`src/rtl/wb_pkg.sv`:
```
// Shared types and constants for the writeback merge block and its load queue.
package wb_pkg;

    localparam int unsigned WB_DATA_WIDTH = 32;
    localparam int unsigned WB_ADDR_WIDTH = 5;
    localparam int unsigned WB_NUM_REGS   = 1 << WB_ADDR_WIDTH;

    // One result presented to the writeback stage (ALU lane or load return)
    typedef struct packed {
        logic                     valid;
        logic [WB_ADDR_WIDTH-1:0] rd;
        logic [WB_DATA_WIDTH-1:0] data;
    } wb_req_t;

    // One load-queue slot; valid=0 marks a squashed or empty entry
    typedef struct packed {
        logic                     valid;
        logic [WB_ADDR_WIDTH-1:0] rd;
        logic [WB_DATA_WIDTH-1:0] data;
    } lq_entry_t;

    // True when a live writer targets the given register
    function automatic logic rd_hit(input logic                     wr_valid,
                                    input logic [WB_ADDR_WIDTH-1:0] wr_rd,
                                    input logic [WB_ADDR_WIDTH-1:0] rd);
        return wr_valid && (wr_rd == rd);
    endfunction

endpackage

```
`src/rtl/wb_load_queue.sv`:
```
// In-order load-return queue with WAW squash and pending-destination tracking.
module wb_load_queue
    import wb_pkg::*;
#(
    parameter int unsigned LQ_DEPTH = 4
) (
    input  logic                       clk,
    input  logic                       reset,
    input  logic                       enq,
    input  logic [WB_ADDR_WIDTH-1:0]   enq_rd,
    input  logic [WB_DATA_WIDTH-1:0]   enq_data,
    input  logic                       sq_a_valid,
    input  logic [WB_ADDR_WIDTH-1:0]   sq_a_rd,
    input  logic                       sq_b_valid,
    input  logic [WB_ADDR_WIDTH-1:0]   sq_b_rd,
    input  logic                       pop,
    output logic                       head_live_c,
    output logic [WB_ADDR_WIDTH-1:0]   head_rd_c,
    output logic [WB_DATA_WIDTH-1:0]   head_data_c,
    output logic                       empty_c,
    output logic                       ready,
    output logic [$clog2(LQ_DEPTH):0]  count,
    output logic [WB_NUM_REGS-1:0]     pending_mask
);

    localparam int unsigned PTR_W = $clog2(LQ_DEPTH);
    localparam int unsigned CNT_W = PTR_W + 1;

    lq_entry_t                ent_q [LQ_DEPTH];
    lq_entry_t                ent_n [LQ_DEPTH];
    logic [PTR_W-1:0]         rptr_q;
    logic [PTR_W-1:0]         wptr_q;
    logic [CNT_W-1:0]         count_n;
    logic [WB_NUM_REGS-1:0]   mask_n;
    lq_entry_t                head;

    // Head view; a same-cycle lane write to the head's rd kills it before it can claim a port
    always_comb begin
        head        = ent_q[rptr_q];
        empty_c     = (count == '0);
        head_rd_c   = head.rd;
        head_data_c = head.data;
        head_live_c = !empty_c && head.valid
                      && !rd_hit(sq_a_valid, sq_a_rd, head.rd)
                      && !rd_hit(sq_b_valid, sq_b_rd, head.rd);
    end

    // Next queue contents: squash, pop, enqueue, then rebuild the pending mask
    always_comb begin
        for (int i = 0; i < int'(LQ_DEPTH); i++) begin
            ent_n[i] = ent_q[i];
            if (rd_hit(sq_a_valid, sq_a_rd, ent_q[i].rd) || rd_hit(sq_b_valid, sq_b_rd, ent_q[i].rd)) begin
                ent_n[i].valid = 1'b0;
            end
        end
        if (pop) begin
            ent_n[rptr_q].valid = 1'b0;
        end
        if (enq) begin
            ent_n[wptr_q].valid = (enq_rd != '0)
                                  && !rd_hit(sq_a_valid, sq_a_rd, enq_rd)
                                  && !rd_hit(sq_b_valid, sq_b_rd, enq_rd);
            ent_n[wptr_q].rd    = enq_rd;
            ent_n[wptr_q].data  = enq_data;
        end

        count_n = count;
        if (enq && !pop) begin
            count_n = count + CNT_W'(1);
        end else if (!enq && pop) begin
            count_n = count - CNT_W'(1);
        end

        mask_n = '0;
        for (int i = 0; i < int'(LQ_DEPTH); i++) begin
            if (ent_n[i].valid) begin
                mask_n[ent_n[i].rd] = 1'b1;
            end
        end
        mask_n[0] = 1'b0;
    end

    // Queue state and registered status outputs
    always_ff @(posedge clk or negedge reset) begin
        if (!reset) begin
            for (int i = 0; i < int'(LQ_DEPTH); i++) begin
                ent_q[i] <= '0;
            end
            rptr_q       <= '0;
            wptr_q       <= '0;
            count        <= '0;
            ready        <= 1'b1;
            pending_mask <= '0;
        end else begin
            for (int i = 0; i < int'(LQ_DEPTH); i++) begin
                ent_q[i] <= ent_n[i];
            end
            if (pop) begin
                rptr_q <= rptr_q + PTR_W'(1);
            end
            if (enq) begin
                wptr_q <= wptr_q + PTR_W'(1);
            end
            count        <= count_n;
            ready        <= (count_n != CNT_W'(LQ_DEPTH));
            pending_mask <= mask_n;
        end
    end

endmodule

```
`src/rtl/writeback_merge.sv`:
```
// Merges two ALU lanes and queued load returns onto the register file's two write ports.
module writeback_merge
    import wb_pkg::*;
#(
    parameter int unsigned DATA_WIDTH = WB_DATA_WIDTH,
    parameter int unsigned ADDR_WIDTH = WB_ADDR_WIDTH,
    parameter int unsigned LQ_DEPTH   = 4
) (
    input  logic                        clk,
    input  logic                        reset,
    input  logic                        a_valid,
    input  logic [ADDR_WIDTH-1:0]       a_rd,
    input  logic [DATA_WIDTH-1:0]       a_data,
    input  logic                        b_valid,
    input  logic [ADDR_WIDTH-1:0]       b_rd,
    input  logic [DATA_WIDTH-1:0]       b_data,
    input  logic                        ld_valid,
    input  logic [ADDR_WIDTH-1:0]       ld_rd,
    input  logic [DATA_WIDTH-1:0]       ld_data,
    output logic                        ld_ready,
    output logic [1:0]                  write_enable,
    output logic [ADDR_WIDTH-1:0]       waddrA,
    output logic [DATA_WIDTH-1:0]       wdataA,
    output logic [ADDR_WIDTH-1:0]       waddrB,
    output logic [DATA_WIDTH-1:0]       wdataB,
    output logic [2**ADDR_WIDTH-1:0]    pending_mask,
    output logic [$clog2(LQ_DEPTH):0]   lq_count
);

    localparam int unsigned NUM_REGS = 2 ** ADDR_WIDTH;

    wb_req_t                  lane_a;
    wb_req_t                  lane_b;
    wb_req_t                  ld_req;
    logic                     a_live;
    logic                     b_live;
    logic                     enq;
    logic                     pop;
    logic                     head_live_c;
    logic [WB_ADDR_WIDTH-1:0] head_rd_c;
    logic [WB_DATA_WIDTH-1:0] head_data_c;
    logic                     empty_c;
    logic                     lq_ready;
    logic [WB_NUM_REGS-1:0]   lq_mask;
    logic [1:0]               we_n;
    logic [WB_ADDR_WIDTH-1:0] addr_a_n;
    logic [WB_DATA_WIDTH-1:0] data_a_n;
    logic [WB_ADDR_WIDTH-1:0] addr_b_n;
    logic [WB_DATA_WIDTH-1:0] data_b_n;

    // Bundle inputs and filter lanes: x0 never writes, and B (younger) wins a same-rd clash
    always_comb begin
        lane_a = '{valid: a_valid,  rd: WB_ADDR_WIDTH'(a_rd),  data: WB_DATA_WIDTH'(a_data)};
        lane_b = '{valid: b_valid,  rd: WB_ADDR_WIDTH'(b_rd),  data: WB_DATA_WIDTH'(b_data)};
        ld_req = '{valid: ld_valid, rd: WB_ADDR_WIDTH'(ld_rd), data: WB_DATA_WIDTH'(ld_data)};
        b_live = lane_b.valid && (lane_b.rd != '0);
        a_live = lane_a.valid && (lane_a.rd != '0) && !(b_live && (lane_b.rd == lane_a.rd));
        enq    = ld_req.valid && lq_ready;
        // A dead head always leaves; a live head leaves only if some port is free
        pop    = !empty_c && !(head_live_c && a_live && b_live);
    end

    wb_load_queue #(
        .LQ_DEPTH (LQ_DEPTH)
    ) u_lq (
        .clk          (clk),
        .reset        (reset),
        .enq          (enq),
        .enq_rd       (ld_req.rd),
        .enq_data     (ld_req.data),
        .sq_a_valid   (a_live),
        .sq_a_rd      (lane_a.rd),
        .sq_b_valid   (b_live),
        .sq_b_rd      (lane_b.rd),
        .pop          (pop),
        .head_live_c  (head_live_c),
        .head_rd_c    (head_rd_c),
        .head_data_c  (head_data_c),
        .empty_c      (empty_c),
        .ready        (lq_ready),
        .count        (lq_count),
        .pending_mask (lq_mask)
    );

    assign ld_ready     = lq_ready;
    assign pending_mask = NUM_REGS'(lq_mask);

    // Port assignment: lanes own their ports, the queue head fills port A first, then port B
    always_comb begin
        we_n     = '0;
        addr_a_n = '0;
        data_a_n = '0;
        addr_b_n = '0;
        data_b_n = '0;
        if (a_live) begin
            we_n[1]  = 1'b1;
            addr_a_n = lane_a.rd;
            data_a_n = lane_a.data;
        end else if (head_live_c) begin
            we_n[1]  = 1'b1;
            addr_a_n = head_rd_c;
            data_a_n = head_data_c;
        end
        if (b_live) begin
            we_n[0]  = 1'b1;
            addr_b_n = lane_b.rd;
            data_b_n = lane_b.data;
        end else if (head_live_c && a_live) begin
            we_n[0]  = 1'b1;
            addr_b_n = head_rd_c;
            data_b_n = head_data_c;
        end
    end

    // Registered write ports
    always_ff @(posedge clk or negedge reset) begin
        if (!reset) begin
            write_enable <= '0;
            waddrA       <= '0;
            wdataA       <= '0;
            waddrB       <= '0;
            wdataB       <= '0;
        end else begin
            write_enable <= we_n;
            waddrA       <= ADDR_WIDTH'(addr_a_n);
            wdataA       <= DATA_WIDTH'(data_a_n);
            waddrB       <= ADDR_WIDTH'(addr_b_n);
            wdataB       <= DATA_WIDTH'(data_b_n);
        end
    end

endmodule
```
`config.mk`:
```
export PLATFORM = sky130hd
export DESIGN_NAME = writeback_merge
export DESIGN_NICKNAME = d
export VERILOG_FILES = /design/src/rtl/wb_pkg.sv /design/src/rtl/wb_load_queue.sv /design/src/rtl/writeback_merge.sv
export SDC_FILE = /design/constraint.sdc
export NUM_CORES = 1
export LEC_CHECK = 0
export ABC_CLOCK_PERIOD_IN_PS = 5400
export CAP_MARGIN = 30
export CORE_UTILIZATION = 26
export CTS_CLUSTER_DIAMETER = 120
export DETAILED_ROUTE_END_ITERATION = 10
export MAX_ROUTING_LAYER = met4
export PLACE_DENSITY_LB_ADDON = 0.12
export SYNTH_ARGS = -nofsm -noshare
export SYNTH_HDL_FRONTEND = slang
export SYNTH_SLANG_ARGS = --single-unit
```
`constraint.sdc`:
```
create_clock -name clk -period 5.4 [get_ports clk]
set_input_delay 0.81 -clock clk [delete_from_list [all_inputs] [get_ports clk]]
set_output_delay 0.81 -clock clk [all_outputs]
set_load 0.02 [all_outputs]
```
==> impl_metrics.py <==
metrics = {
    "final_layout": {
        "area_delta_synth_final_pct": 31.6,
        "fin_nets": 1610,
        "drive_gt1_share_pct": 17.6,
        "fillerInstances": 5055,
    },
    "min_path": {
        "worstHoldPathType": "in2async",
    },
    "detailed_routing": {
        "drt-total-wl_mm": 43.9,
        "wl_per_cell_um": 20.1,
        "postRouteAntennaNets": 0,
        "drt_iter0_markers": 543,
        "vias": 10100,
        "drtPass1Iterations": 5,
        "drc": 0,
        "viasPerCell": 4.63,
    },
    "synth": {
        "ys.flop_type": "dfrtp_1",
        "syn-num-nets": 1404,
        "ys_types": 46,
        "yosysSeqAreaShare_pct": 50.6,
        "ys_async_sr_fraction_pct": 100,
        "ys_ff_latch": 267,
        "syn_avg_cell_area_um2": 10.3,
        "synth_edf_count": 0,
        "synthCells": 1277,
        "synth_warnings": 0,
        "syn-cell-area_mm2": 0.0132,
    },
    "worst_setup_path": {
        "crit_path_end_kind": "flop",
        "crit_type": "in2reg",
        "rr_worst_depth": 9,
        "crit_buf_inv": 2,
        "critical_path_depth": 10,
        "worstPathRequired_ps": 5870,
        "slowest_stage": "or4_4",
        "slowest_delay_ps": 650,
        "crit_path_max_fanout": 32,
        "critPathLaunchType": "primary input",
        "cpLargestDelayFamily": "compound AO/OA/AOI/OAI gates",
        "worstPathArrival_ps": 4330,
        "crit_chain": "clkdlybuf4s50_1 -> or4_4 -> o21ai_4 -> o31a_2 -> o311ai_1 -> o21a_1 -> o21ai_2 -> buf_4 -> a22oi_1 -> nand3_1",
    },
    "placement": {
        "routabilityCongestion": 0.857,
        "hpwl_mm": 30.4,
        "place.port_buffers": 226,
        "pre_cts_ws_ps": 913,
    },
    "floorplan": {
        "core_mm2": 0.0502,
        "die_area_mm2": 0.0517,
        "die_h_um": 227,
        "fp-row-count": 82,
        "die_w_um": 227,
        "io_pins": 228,
        "start_util_pct": 26.3,
    },
    "clocking": {
        "cts_max_path_buffers": 3,
        "cts_sinks": 267,
        "cts_tree": "yes",
        "ctsResizeCount": 0,
        "cts.clk_slew.worst_paths_ps": 50,
        "clock_latency_ps": 540,
        "cts_setup_buffers": 0,
        "cts_buffers": 35,
        "htree_levels": 2,
        "cts-root-buf": "clkbuf_16",
        "hold_buffers": 0,
    },
    "status": {
        "status": "finished clean",
    },
    "power_and_ir_drop": {
        "vdd_drop_max_v": 0.000241,
        "p_clk_share_pct": 22.6,
        "sw_frac_of_total_pct": 39.7,
        "p_switching_uw": 4210,
        "internal_power_uw": 6390,
        "seq_power_share_pct": 32.0,
        "p_leak_uw": 0.00734,
        "pwr_density_cell_mw_per_mm2": 610,
        "pwr-share-comb_pct": 45.5,
    },
    "grt": {
        "grt_use_met2_pct": 29.3,
        "grt_usage_pct": 17.9,
        "grt-busiest-layer": "met2",
        "grt_pass1_wl_mm": 67.2,
        "grt_pass1_vias": 10800,
        "antenna_found_initial": 3,
        "grt.met1_usage_pct": 22.4,
        "grt-ovfl-total": 0,
        "use_met3_pct": 4.07,
        "grt_max_degree": 92,
    },
    "timing": {
        "setup_viol": 0,
        "worst_slew_pin_slew_ps": 872,
        "worst_slack_ps": 1540,
        "hold_viol_final": 0,
        "final.period_utilization_pct": 71.5,
        "rsz0062_at_grt": "false",
        "fin_setup_tns_ps": 0,
        "skew_ps": 18.8,
        "relSlewSlack_pct": 41.9,
        "fmax_ghz": 0.259,
        "period_needed_ps": 3860,
        "slew_violations": 0,
    },
    "job": {
        "max_cap_viol_count": 0,
    },
}
==> cell families after synthesis <==
family	share of synthesized area (%)
muxes	18.9
DFF	50.6
adders and majority gates	1.13
xor gates and xnor gates	4.64
AOI/OAI and AO/OA	5.15
and+or+nand+nor	16.2
buffers and inverters	3.37
other	0.0284
==> layout make-up <==
class	count	area [µm²]	share of cell area (%)
antenna	3	7.51	0.0432
clock buffer	53	1080	6.24
clock inverter	10	118	0.677
inverter	27	101	0.583
multi-input combinational	905	6110	35.1
sequential	267	6690	38.5
tap	672	841	4.84
timing repair buffer	247	2440	14.0
==> through the flow <==
step                      hold WS [ps]  util [%]  instances  cell area, µm²  power [µW]
after global routing               249      34.6       2184           17400       11300
after floorplan                    474         -       1277           13200        6430
after detailed placement           488      32.2       2118           16200        8320
after CTS                          233      34.6       2181           17400       10800
after global placement             482      32.2       2118           16200        8280
final                              233      34.6       2184           17400       10600
==> path summary, 6_finish.rpt <==
check	to	slack (ps)	from
min in group clk	u_lq.ent_q[45]$_DFFE_PN0P_	500	u_lq.ent_q[45]$_DFFE_PN0P_
max in group asynchronous	u_lq.rptr_q[0]$_DFFE_PN0N_	3840	reset
min	wdataA[18]$_DFF_PN0_	230	reset
min reg2reg	u_lq.ent_q[45]$_DFFE_PN0P_	500	u_lq.ent_q[45]$_DFFE_PN0P_
max reg2reg	u_lq.pending_mask[3]$_DFF_PN0_	1770	u_lq.rptr_q[1]$_DFFE_PN0N_
max	u_lq.pending_mask[3]$_DFF_PN0_	1540	b_rd[0]
==> state kept, by name (all words and copies together) (netlist names) <==
register and flops:
waddrA 5, u_lq.count 3, u_lq.rptr_q 2, u_lq.ent_q 152, wdataA 32, u_lq.ready 1, u_lq.wptr_q 2, u_lq.pending_mask 31
wdataB 32, waddrB 5, write_enable 2
==> synth_stat cells (2+ instances only) <==
library cell / n / area (µm²)
nand2_1: 315 / 1180
dfrtp_1: 266 / 6660
nor2_1: 137 / 514
mux2_2: 128 / 1440
o21ai_0: 76 / 380
clkbuf_1: 45 / 169
mux4_2: 38 / 856
xnor2_1: 38 / 333
xor2_1: 32 / 280
nand4_1: 31 / 194
inv_1: 27 / 101
nand3_1: 21 / 105
mux2i_1: 20 / 200
buf_2: 17 / 85.1
buf_1: 11 / 41.3
ha_1: 11 / 138
nor3_1: 10 / 50.1
a22oi_1: 5 / 37.5
nor4_1: 5 / 31.3
o2111ai_1: 4 / 35.0
o21ai_2: 4 / 35.0
o22a_1: 4 / 35.0
buf_6: 3 / 33.8
o21a_1: 3 / 22.5
and3_1: 2 / 12.5
buf_4: 2 / 15.0
o21ai_1: 2 / 10.0
or4_1: 2 / 15.0
==> power groups by stage <==
stage / Combinational, µW / Sequential (µW) / Clock (µW)
floorplan: 2910 / 3520 / 0
global placement: 4870 / 3410 / 0
detailed placement: 4890 / 3430 / 0
CTS: 4900 / 3400 / 2470
global route: 5250 / 3500 / 2560
finish: 4820 / 3390 / 2390
==> placed cells by master, fill, tap and decap left out, types with 2 or more instances in the layout <==
| cell | netlist | layout |
|---|---|---|
| a22oi_1 | 5 | 5 |
| and3_1 | 2 | 2 |
| buf_4 | 2 | 20 |
| bufinv_16 | 0 | 2 |
| clkbuf_1 | 45 | 5 |
| clkbuf_16 | 0 | 36 |
| clkbuf_8 | 0 | 12 |
| clkdlybuf4s50_1 | 0 | 225 |
| clkinv_2 | 0 | 5 |
| dfrtp_1 | 266 | 264 |
| dfrtp_2 | 0 | 2 |
| diode_2 | 0 | 3 |
| ha_1 | 11 | 11 |
| inv_1 | 27 | 27 |
| mux2_2 | 128 | 128 |
| mux2i_1 | 20 | 20 |
| mux4_2 | 38 | 38 |
| nand2_1 | 315 | 311 |
| nand2_2 | 0 | 4 |
| nand3_1 | 21 | 21 |
| nand4_1 | 31 | 31 |
| nor2_1 | 137 | 137 |
| nor3_1 | 10 | 10 |
| nor4_1 | 5 | 5 |
| o2111ai_1 | 4 | 4 |
| o21a_1 | 3 | 2 |
| o21ai_0 | 76 | 76 |
| o21ai_1 | 2 | 2 |
| o21ai_2 | 4 | 4 |
| o22a_1 | 4 | 4 |
| or4_1 | 2 | 2 |
| xnor2_1 | 38 | 38 |
| xor2_1 | 32 | 32 |
==> layer usage <==
| metal | part of all wire [%] | wire, µm | vias to the layer above |
|---|---|---|---|
| met5 | 0 | 0 | - |
| met3 | 5.6 | 2440 | 39 |
| li1 | - | - | 4726 |
| met1 | 45 | 19600 | 5087 |
| met4 | 1.2 | 543 | 0 |
| met2 | 49 | 21300 | 256 |
Note: power is estimated with default switching activity, not from simulation.
